## src/rtl/fetch_branch_ctrl.sv

```systemverilog
// rtl/fetch_branch_ctrl.sv - fetch-side branch controller closing the loop around the PC
// Resolves conditional branches from ROM data and squashes the two wrong-path slots.
module fetch_branch_ctrl #(
    parameter int          AW        = 16,
    parameter int          IW        = 16,
    parameter logic [3:0]  BR_OPCODE = 4'hC
) (
    input  logic          i_clk,
    input  logic          i_reset,
    input  logic [AW-1:0] i_pc_addr,
    input  logic [IW-1:0] i_instr_in,
    input  logic          i_flag_z,
    input  logic          i_flag_c,
    input  logic          i_flag_n,
    output logic [AW-1:0] o_branch_addr,
    output logic          o_sel_next,
    output logic [IW-1:0] o_instr_out,
    output logic          o_instr_valid
);

    typedef enum logic [1:0] {
        ST_START  = 2'd0,
        ST_RUN    = 2'd1,
        ST_FLUSH1 = 2'd2,
        ST_FLUSH2 = 2'd3
    } state_t;

    state_t        r_state;
    state_t        w_state_nxt;
    logic [AW-1:0] r_pc_d;
    logic [AW-1:0] r_branch_addr;
    logic [AW-1:0] w_branch_addr_nxt;
    logic          r_sel_next;
    logic          w_sel_next_nxt;
    logic [IW-1:0] r_instr_out;
    logic [IW-1:0] w_instr_out_nxt;
    logic          r_instr_valid;
    logic          w_instr_valid_nxt;

    logic          w_is_branch;
    logic [3:0]    w_cond;
    logic          w_taken;
    logic [AW-1:0] w_disp_sext;
    logic [AW-1:0] w_target;

    assign w_is_branch = (i_instr_in[15:12] == BR_OPCODE);
    assign w_cond      = i_instr_in[11:8];
    assign w_disp_sext = {{(AW-8){i_instr_in[7]}}, i_instr_in[7:0]};
    // instr_in is the word fetched at pc_d, so the branch is relative to pc_d
    assign w_target    = r_pc_d + w_disp_sext;

    always_comb begin
        w_taken = 1'b0;
        case (w_cond)
            4'h0:    w_taken = i_flag_z;
            4'h1:    w_taken = !i_flag_z;
            4'h2:    w_taken = i_flag_c;
            4'h3:    w_taken = !i_flag_c;
            4'h4:    w_taken = i_flag_n;
            4'h5:    w_taken = !i_flag_n;
            4'hE:    w_taken = 1'b1;
            default: w_taken = 1'b0;
        endcase
    end

    always_comb begin
        w_state_nxt       = r_state;
        w_branch_addr_nxt = r_branch_addr;
        w_sel_next_nxt    = 1'b0;
        w_instr_out_nxt   = r_instr_out;
        w_instr_valid_nxt = 1'b0;
        case (r_state)
            ST_START: begin
                w_state_nxt = ST_RUN;
            end
            ST_RUN: begin
                w_instr_out_nxt   = i_instr_in;
                w_instr_valid_nxt = 1'b1;
                if (w_is_branch && w_taken) begin
                    w_branch_addr_nxt = w_target;
                    w_sel_next_nxt    = 1'b1;
                    w_state_nxt       = ST_FLUSH1;
                end
            end
            ST_FLUSH1: begin
                w_state_nxt = ST_FLUSH2;
            end
            ST_FLUSH2: begin
                w_state_nxt = ST_RUN;
            end
            default: begin
                w_state_nxt = ST_START;
            end
        endcase
    end

    always_ff @(posedge i_clk) begin
        if (i_reset) begin
            r_state       <= ST_START;
            r_pc_d        <= '0;
            r_branch_addr <= '0;
            r_sel_next    <= 1'b0;
            r_instr_out   <= '0;
            r_instr_valid <= 1'b0;
        end else begin
            r_state       <= w_state_nxt;
            r_pc_d        <= i_pc_addr;
            r_branch_addr <= w_branch_addr_nxt;
            r_sel_next    <= w_sel_next_nxt;
            r_instr_out   <= w_instr_out_nxt;
            r_instr_valid <= w_instr_valid_nxt;
        end
    end

    assign o_branch_addr = r_branch_addr;
    assign o_sel_next    = r_sel_next;
    assign o_instr_out   = r_instr_out;
    assign o_instr_valid = r_instr_valid;

endmodule

```

## config.mk

```make
export PLATFORM = sky130hd
export DESIGN_NAME = fetch_branch_ctrl
export DESIGN_NICKNAME = d
export VERILOG_FILES = /design/src/rtl/fetch_branch_ctrl.sv
export SDC_FILE = /design/constraint.sdc
export NUM_CORES = 1
export LEC_CHECK = 0
export ABC_AREA = 1
export CORE_AREA = 8 8 100 102
export CTS_BUF_LIST = sky130_fd_sc_hd__clkbuf_8
export CTS_CLUSTER_DIAMETER = 150
export DETAILED_ROUTE_END_ITERATION = 7
export DIE_AREA = 0 0 108 110
export HOLD_SLACK_MARGIN = 0.15
export PLACE_DENSITY = 0.62
export SYNTH_ARGS = -nofsm -noshare
export SYNTH_HDL_FRONTEND = slang
export SYNTH_SLANG_ARGS = --single-unit
```

## constraint.sdc

```tcl
create_clock -name i_clk -period 5.98 [get_ports i_clk]
set_clock_uncertainty 0.2 [all_clocks]
set_input_delay 1.794 -clock i_clk [delete_from_list [all_inputs] [get_ports i_clk]]
set_output_delay 1.794 -clock i_clk [all_outputs]
set_load 0.01 [all_outputs]
```

==> flow_summary.json, run 1 <==
{
  "ctsResizeCount": 0,
  "dr.pass1.iters": 5,
  "numPortBuffers": 70,
  "synth_cell_types": 25,
  "final_cell_count_no_fill": 622,
  "worst_pin_slew_ns": 0.985,
  "vias": 2677,
  "clkTransAtPathRegs_ns": 0.10,
  "diodes": 0,
  "yosysTopAreaCell": "dfxtp_1",
  "start_util_pct": 33.7,
  "critPathMaxStageDelay_ns": 0.62,
  "cts_sinks": 52,
  "critPathArrivalTime_ns": 3.80,
  "yosys-top-cells-area": "dfxtp_1 37%, nand2_1 16%, nor2_1 11%, inv_1 10%, ha_1 7.5%",
  "multi_input_area_um2": 1460,
  "syn_avg_cell_area_um2": 6.39,
  "crit_path_frequent_cell": "nand2_1",
  "drc": 0,
  "leakagePower_nw": 1.91,
  "clock_latency_ns": 0.31,
  "cp-start-kind": "input port",
  "core_area_um2": 8470,
  "htree_levels": 2,
  "power_uw": 998,
  "fill_cells": 897,
  "synth_top_area_share_pct": 36.5,
  "maxCapViolCount": 0,
  "die_height_um": 110,
  "gp_congestion": 0.907,
  "setup.worst_path.class": "input port to register",
  "p_per_area_nw_per_um2": 265,
  "postSynthCellCount": 446,
  "area_growth_pct": 31.8,
  "wirelength_um": 7470,
  "ys_ff_latch": 52,
  "postCtsSetupRepairBufs": 0,
  "dp.cells": 614,
  "drtIter0Drc": 135,
  "final_layout_size_suffix_gt1_share_pct": 2.53,
  "path_max_fanout": 10,
  "cts_buffers": 5,
  "cp_slowest_cell": "clkdlybuf4s50_1",
  "clockBufferDepth": 2,
  "max-vdd-ir-drop_mv": 0.138,
  "nNetsFinal": 568,
  "fin_setup_tns_ns": 0,
  "syn_nets": 501,
  "yosysSeqAreaShare_pct": 36.5,
  "maxSlewViolCount": 0,
  "grt.total_usage_pct": 13.1,
  "cts_root_buf": "clkbuf_8",
  "period_share_pct": 63.3,
  "status": "finished, final reports clean",
  "die_area_um2": 11900,
  "finalCriticalPeriod_ns": 3.79,
  "first_global_vias": 2620,
  "hp-class": "register to register",
  "setup_ws_ns": 2.19,
  "dp.final_hpwl_um": 5960,
  "antenna_found_initial": 0,
  "rsz0062_at_grt": "false",
  "ys_warn_count": 0,
  "grt_max_degree": 35,
  "cts_hold_buf": 0,
  "relSlewSlack_pct": 34.3,
  "setup_viol_count_final": 0,
  "place_ws_ns": 1.85,
  "end_kind": "register",
  "cts_tree": "built",
  "routedWlPerCell_um": 12.0,
  "seq_area_um2": 1040,
  "cp_data_required_time_ns": 5.99,
  "num_rows": 34,
  "cp_cell_sequence": "clkdlybuf4s50_1 > ha_1 > nand2_1 > inv_1 > nand2_1 > nand2_1 > a21oi_1 > nand2_1 > nand2_1 > nand3_1 > nand2_1 > inv_1",
  "grt-ovfl-total": 0,
  "syn_area_um2": 2850,
  "io_pins": 71,
  "drtAntennaViolNets": 0,
  "vias_per_cell": 4.30,
  "hold_viol": 0,
  "floorplan.die.width_um": 108,
  "fmax_mhz": 264,
  "grt_pass1_wl_um": 12400
}
## power by group
group          total (mW)  leakage (nW)  internal (mW)  switching (mW)
clock network       0.248        0.0583          0.126           0.122
logic               0.327          1.43          0.150           0.177
registers           0.423         0.427          0.398          0.0243
## cell type report
class | instances | share of cell area (%)
Inverter | 80 | 7.99
Tap cell | 108 | 3.60
Timing Repair Buffer | 71 | 18.8
Clock buffer | 5 | 1.83
Multi-Input combinational cell | 303 | 38.8
Clock inverter | 3 | 1.26
Sequential cell | 52 | 27.7
## synth_stat cells
master    number
nand3_4        1
a21oi_1       20
xor2_1         3
inv_2          1
or2_2          1
dfxtp_1       52
nand3b_1       2
inv_1         79
nand2_1      125
nand4_1        3
o21ai_1        2
nand3_1       18
o21bai_1       1
nor2_1        84
clkbuf_1       8
xnor2_1        4
nor2_4         1
nor3_1         1
buf_1          1
buf_4          1
o21ai_0       17
fa_1           1
ha_1          17
buf_6          1
and2_1         2
## registers in the layout, indices dropped and copies added, names as in the netlist
name           cells
o_instr_out       16
r_pc_d            16
o_instr_valid      1
o_sel_next         1
o_branch_addr     16
r_state            2
## critical path, delay by kind of cell
family          cells  cell delay, ns
buf+inv             3            0.72
simple gates        7            0.55
compound gates      1            0.25
fa+ha+maj           1            0.48
## cells by family after synthesis
kind of cell / share of synthesized area (%)
buffers and inverters: 12.4
adders and majority gates: 8.16
xor gates and xnor gates: 2.15
AOI/OAI and AO/OA: 7.11
and+or+nand+nor: 33.7
DFF: 36.5
## final timing paths
path,start,to,slack (ns),cells after the start
setup / recovery,i_instr_in[7],o_branch_addr[15]$_SDFFE_PP0P_,2.19,12
hold / removal,r_state[1]$_SDFFE_PP0P_,r_state[1]$_SDFFE_PP0P_,0.29,2
setup reg to reg,r_pc_d[0]$_SDFF_PP0_,o_branch_addr[8]$_SDFFE_PP0P_,3.95,10
hold reg to reg,r_state[1]$_SDFFE_PP0P_,r_state[1]$_SDFFE_PP0P_,0.29,2
## stage by stage
step | instance area [um^2] | hold slack (ns) | util (%)
6_report | 3760 | 0.294 | 44.4
5_1_grt | 3760 | 0.311 | 44.4
4_1_cts | 3760 | 0.295 | 44.4
3_5_place_dp | 3640 | 0.280 | 43.0
3_3_place_gp | 3640 | 0.265 | 43.0
2_1_floorplan | 2850 | 0.255 | -
## routing by layer
layer	global-route usage (%)	up-vias	part of all wire [%]
met2	20.4	53	44
met4	5.35	0	1.7
met5	0	-	0
li1	-	1470	-
met1	17.8	1147	51
met3	2.03	7	3.7
## placed cells by master, fill, tap and decap left out, types with 2 or more instances in the layout
master	Yosys	layout
a21oi_1	20	20
and2_1	2	2
clkbuf_8	0	5
clkdlybuf4s50_1	0	70
clkinv_4	0	2
dfxtp_1	52	52
ha_1	17	17
inv_1	79	79
nand2_1	125	125
nand3_1	18	18
nand3b_1	2	2
nand4_1	3	3
nor2_1	84	84
o21ai_0	17	17
o21ai_1	2	2
xnor2_1	4	4
xor2_1	3	3
No activity file was read; power rests on OpenSTA's default activity.
==> run 2: changes to the inputs <==
clock period = 3.6 ns   (was 5.98 ns; I/O delays follow)
==> flow_summary.json, run 2 (synthesis results as in run 1) <==
{
  "status": "finished, final reports clean",
  "maxSlewViolCount": 0,
  "power_mw": 1.68,
  "diodes": 0,
  "fin_setup_tns_ns": 0,
  "path_max_fanout": 10,
  "dr.pass1.iters": 4,
  "grt.total_usage_pct": 12.7,
  "whs_ns": 0.298,
  "clockBufferDepth": 2,
  "first_global_vias": 2595,
  "core_area_um2": 8470,
  "mostFrequentLayoutCells": "125 x nand2_1, 84 x nor2_1, 79 x inv_1",
  "vias": 2704,
  "end_kind": "register",
  "cts_buffers": 5,
  "fmax_mhz": 329,
  "cp_data_required_time_ns": 3.61,
  "rsz0062_at_grt": "false",
  "antenna_found_initial": 0,
  "fill_cells": 875,
  "drtAntennaViolNets": 0,
  "clkTransAtPathRegs_ns": 0.09,
  "floorplan.die.width_um": 108,
  "wirelength_um": 7170,
  "seq_area_um2": 1040,
  "vias_per_cell": 4.33,
  "use_met1_pct": 16.5,
  "clock_latency_ns": 0.30,
  "num_rows": 34,
  "postCtsSetupRepairBufs": 0,
  "grtUsageMet2_pct": 20.3,
  "drtIter0Drc": 153,
  "gp_congestion": 0.831,
  "cts_sinks": 52,
  "io_pins": 71,
  "routedWlPerCell_um": 11.5,
  "htree_levels": 2,
  "cts_root_buf": "clkbuf_8",
  "period_share_pct": 84.3,
  "critPathMaxStageDelay_ns": 0.63,
  "final_cell_count_no_fill": 625,
  "p_per_area_nw_per_um2": 444,
  "cp-start-kind": "input port",
  "crit_path_frequent_cell": "nand2_1",
  "maxCapViolCount": 0,
  "critPathArrivalTime_ns": 3.05,
  "grt_max_degree": 28,
  "ctsResizeCount": 0,
  "finalCriticalPeriod_ns": 3.04,
  "numPortBuffers": 70,
  "final_layout_size_suffix_gt1_share_pct": 3.09,
  "dp.cells": 617,
  "start_util_pct": 33.7,
  "grt.busiest_layer": "met2",
  "cp_cell_sequence": "clkdlybuf4s50_1 > ha_1 > nand2_1 > inv_1 > nand2_1 > nand2_1 > a21oi_1 > nand2_1 > nand2_1 > nand3_1 > nand2_1 > inv_1",
  "setup_viol_count_final": 0,
  "max-vdd-ir-drop_mv": 0.198,
  "drc": 0,
  "dp.final_hpwl_um": 5870,
  "multi_input_area_um2": 1460,
  "die_height_um": 110,
  "final_area_um2": 3790,
  "cts_hold_buf": 0,
  "die_area_um2": 11900,
  "worst_pin_slew_ns": 0.454,
  "leakagePower_nw": 1.93,
  "setup.worst_path.class": "input port to register",
  "area_growth_pct": 33.0,
  "placed_area_um2": 3660,
  "cp_slowest_cell": "clkdlybuf4s50_1",
  "final_common_cell": "nand2_1",
  "hp-class": "register to register",
  "grt_pass1_wl_um": 12200,
  "grtUsageMet3_pct": 2.97,
  "grt-ovfl-total": 0,
  "cts_tree": "built",
  "relSlewSlack_pct": 69.7,
  "nNetsFinal": 571,
  "hold_viol": 0
}
-- run 2: final timing paths --
kind	from	end	slack (ns)	depth (start not counted)
max reg2reg	r_state[1]$_SDFFE_PP0P_	o_branch_addr[15]$_SDFFE_PP0P_	1.59	8
min reg2reg	r_state[1]$_SDFFE_PP0P_	r_state[1]$_SDFFE_PP0P_	0.30	2
min	r_state[1]$_SDFFE_PP0P_	r_state[1]$_SDFFE_PP0P_	0.30	2
max	i_instr_in[7]	o_branch_addr[15]$_SDFFE_PP0P_	0.56	12
-- run 2: final cells by class --
| cell class | instances | share of cell area, % |
|---|---|---|
| multi-input combinational | 303 | 38.4 |
| sequential | 52 | 27.5 |
| timing repair buffer | 74 | 19.3 |
| inverter | 80 | 7.92 |
| tap | 108 | 3.56 |
| clock buffer | 7 | 2.54 |
| clock inverter | 1 | 0.792 |
-- run 2: per-layer routing --
layer	vias to the layer above	part of all wire [%]
met2	55	45
met5	-	0
met1	1162	48
met3	7	5.4
met4	0	1.5
li1	1480	-
-- run 2: power by group --
part           internal [mW]  switching (mW)
Clock                  0.245           0.190
Combinational          0.254           0.292
Sequential             0.662          0.0395
Total                   1.16           0.522
-- run 2: stage by stage --
stage	util (%)	setup WS (ns)
5_1_grt	44.8	0.374
3_5_place_dp	43.3	0.215
3_3_place_gp	43.3	0.218
4_1_cts	44.8	0.547
2_1_floorplan	-	0.971
6_report	44.8	0.564
-- run 2: worst max-delay path, delay by kind of cell --
family / cells / cell delay, ns
AO/OA/AOI/OAI: 1 / 0.20
adder cells (fa/ha/maj): 1 / 0.48
buffers and inverters: 3 / 0.72
AND/OR/NAND/NOR: 7 / 0.56
==> run 3: changes to the inputs <==
clock period = 3.1 ns   (was 3.6 ns; I/O delays follow)
==> flow_summary.json, run 3 (synthesis results as in run 1) <==
{
  "drc": 0,
  "area_growth_pct": 32.7,
  "die_height_um": 110,
  "dr.pass1.iters": 4,
  "mostFrequentLayoutCells": "125 x nand2_1, 84 x nor2_1, 80 x inv_1",
  "final_cell_count_no_fill": 629,
  "ctsResizeCount": 0,
  "nNetsFinal": 575,
  "htree_levels": 2,
  "first_global_vias": 2576,
  "switching_share_pct": 33.1,
  "hold_viol": 0,
  "max-vdd-ir-drop_mv": 0.198,
  "switchingPower_uw": 607,
  "gp_congestion": 0.843,
  "dp.cells": 621,
  "critPathArrivalTime_ns": 2.86,
  "start_util_pct": 33.7,
  "fmax_mhz": 353,
  "power_frac_seq_pct": 44.5,
  "end_kind": "register",
  "setup_ws_ns": 0.264,
  "io_pins": 71,
  "vias_per_cell": 4.22,
  "grt-ovfl-total": 0,
  "combPwrFrac_pct": 34.7,
  "p_int_mw": 1.23,
  "cts_tree": "built",
  "cp-start-kind": "input port",
  "fill_cells": 892,
  "cts_hold_buf": 0,
  "status": "finished, final reports clean",
  "path_max_fanout": 9,
  "cp_data_required_time_ns": 3.12,
  "cts_sinks": 52,
  "die_area_um2": 11900,
  "critPathMaxStageDelay_ns": 0.59,
  "hp-class": "register to register",
  "crit_path_frequent_cell": "nand2_1",
  "antenna_found_initial": 0,
  "cpLargestDelayFamily": "buffers and inverters",
  "drtAntennaViolNets": 0,
  "final_layout_size_suffix_gt1_share_pct": 3.65,
  "cts_root_buf": "clkbuf_8",
  "numPortBuffers": 70,
  "drtIter0Drc": 102,
  "setup_viol_count_final": 0,
  "clockBufferDepth": 2,
  "routedWlPerCell_um": 11.2,
  "cts_buffers": 5,
  "cp_slowest_cell": "clkdlybuf4s50_1",
  "finalCriticalPeriod_ns": 2.84,
  "dp.final_hpwl_um": 5730,
  "setup.worst_path.class": "input port to register",
  "clock_latency_ns": 0.31,
  "diodes": 0,
  "clockPowerShare_pct": 20.8,
  "grt_max_degree": 28,
  "core_area_um2": 8470,
  "period_share_pct": 91.5,
  "rsz0062_at_grt": "false",
  "vias": 2657,
  "p_per_area_nw_per_um2": 484,
  "grt_pass1_wl_um": 11900,
  "final_common_cell": "nand2_1",
  "cp_cell_sequence": "clkdlybuf4s50_1 > ha_1 > nand2_1 > inv_1 > nand2_1 > nand2_1 > a21oi_1 > nand2_1 > nand2_1 > nand3_1 > nand2_1 > inv_1",
  "wirelength_um": 7020,
  "grt.total_usage_pct": 12.3,
  "floorplan.die.width_um": 108,
  "clkTransAtPathRegs_ns": 0.10,
  "leakagePower_nw": 1.93,
  "cp_num_buf_inv": 3,
  "relSlewSlack_pct": 72.5,
  "maxSlewViolCount": 0,
  "maxCapViolCount": 0,
  "postCtsSetupRepairBufs": 0,
  "place_ws_ns": -0.0656,
  "worst_pin_slew_ns": 0.412,
  "num_rows": 34
}
run 3: cell count changes in the layout (fill, tap and decap cells not counted), sizes merged:
cell	before	now
clkbuf	7	5
bufinv	1	0
buf	4	8
inv	80	81
clkinvlp	0	1
clkinv	0	1
run 3: area by class of cell:
type                    instances  area (um^2)  area share [%]
clock buffers                   5         68.8            1.82
clock inverters                 3         20.0           0.529
inverters                      80          300            7.94
multi-input cells             303         1460            38.5
flip-flops and latches         52         1040            27.5
well taps                     108          135            3.57
repair buffers                 78          761            20.1
run 3: through the flow:
step	power, mW	setup TNS, ns	hold slack [ns]	util (%)	cell area [um^2]
floorplan	1.16	0	0.255	-	2850
global placement	1.46	-0.0803	0.272	43.6	3690
detailed placement	1.47	-0.103	0.292	43.6	3690
CTS	1.85	0	0.315	44.7	3780
global route	1.96	0	0.339	44.7	3780
finish	1.83	0	0.304	44.7	3780
run 3: per-layer routing:
metal  GRT usage [%]  up-vias  wire [um]
met4            4.16        0         89
met3            2.73        7        426
li1                -     1489          -
met5               0        -          0
met2            19.9       54       3060
met1            15.8     1107       3450
run 3: final timing paths:
check / endpoint / cells past startpoint / slack [ns] / startpoint
min reg2reg: o_instr_out[1]$_SDFFE_PP0P_ / 2 / 0.30 / o_instr_out[1]$_SDFFE_PP0P_
max reg2reg: o_branch_addr[8]$_SDFFE_PP0P_ / 10 / 1.15 / r_pc_d[0]$_SDFF_PP0_
min: o_instr_out[1]$_SDFFE_PP0P_ / 2 / 0.30 / o_instr_out[1]$_SDFFE_PP0P_
max: o_branch_addr[15]$_SDFFE_PP0P_ / 12 / 0.26 / i_instr_in[7]
run 3: worst reg2reg max path, stage by stage (launching register included):
cell and delay (ns):
dfxtp_1 0.32, ha_1 0.20, fa_1 0.39, nand3_1 0.10, nand3_1 0.16, nand2_1 0.10, nand2_1 0.06, xnor2_1 0.15
nand2_1 0.07, nand2_1 0.06, nor2_1 0.03
run 3: power groups by stage:
stage	clock (mW)	combinational (mW)	sequential (mW)
global route	0.417	0.710	0.829
CTS	0.393	0.641	0.817
floorplan	0	0.300	0.863
detailed placement	0	0.639	0.830
finish	0.381	0.636	0.816
global placement	0	0.630	0.827
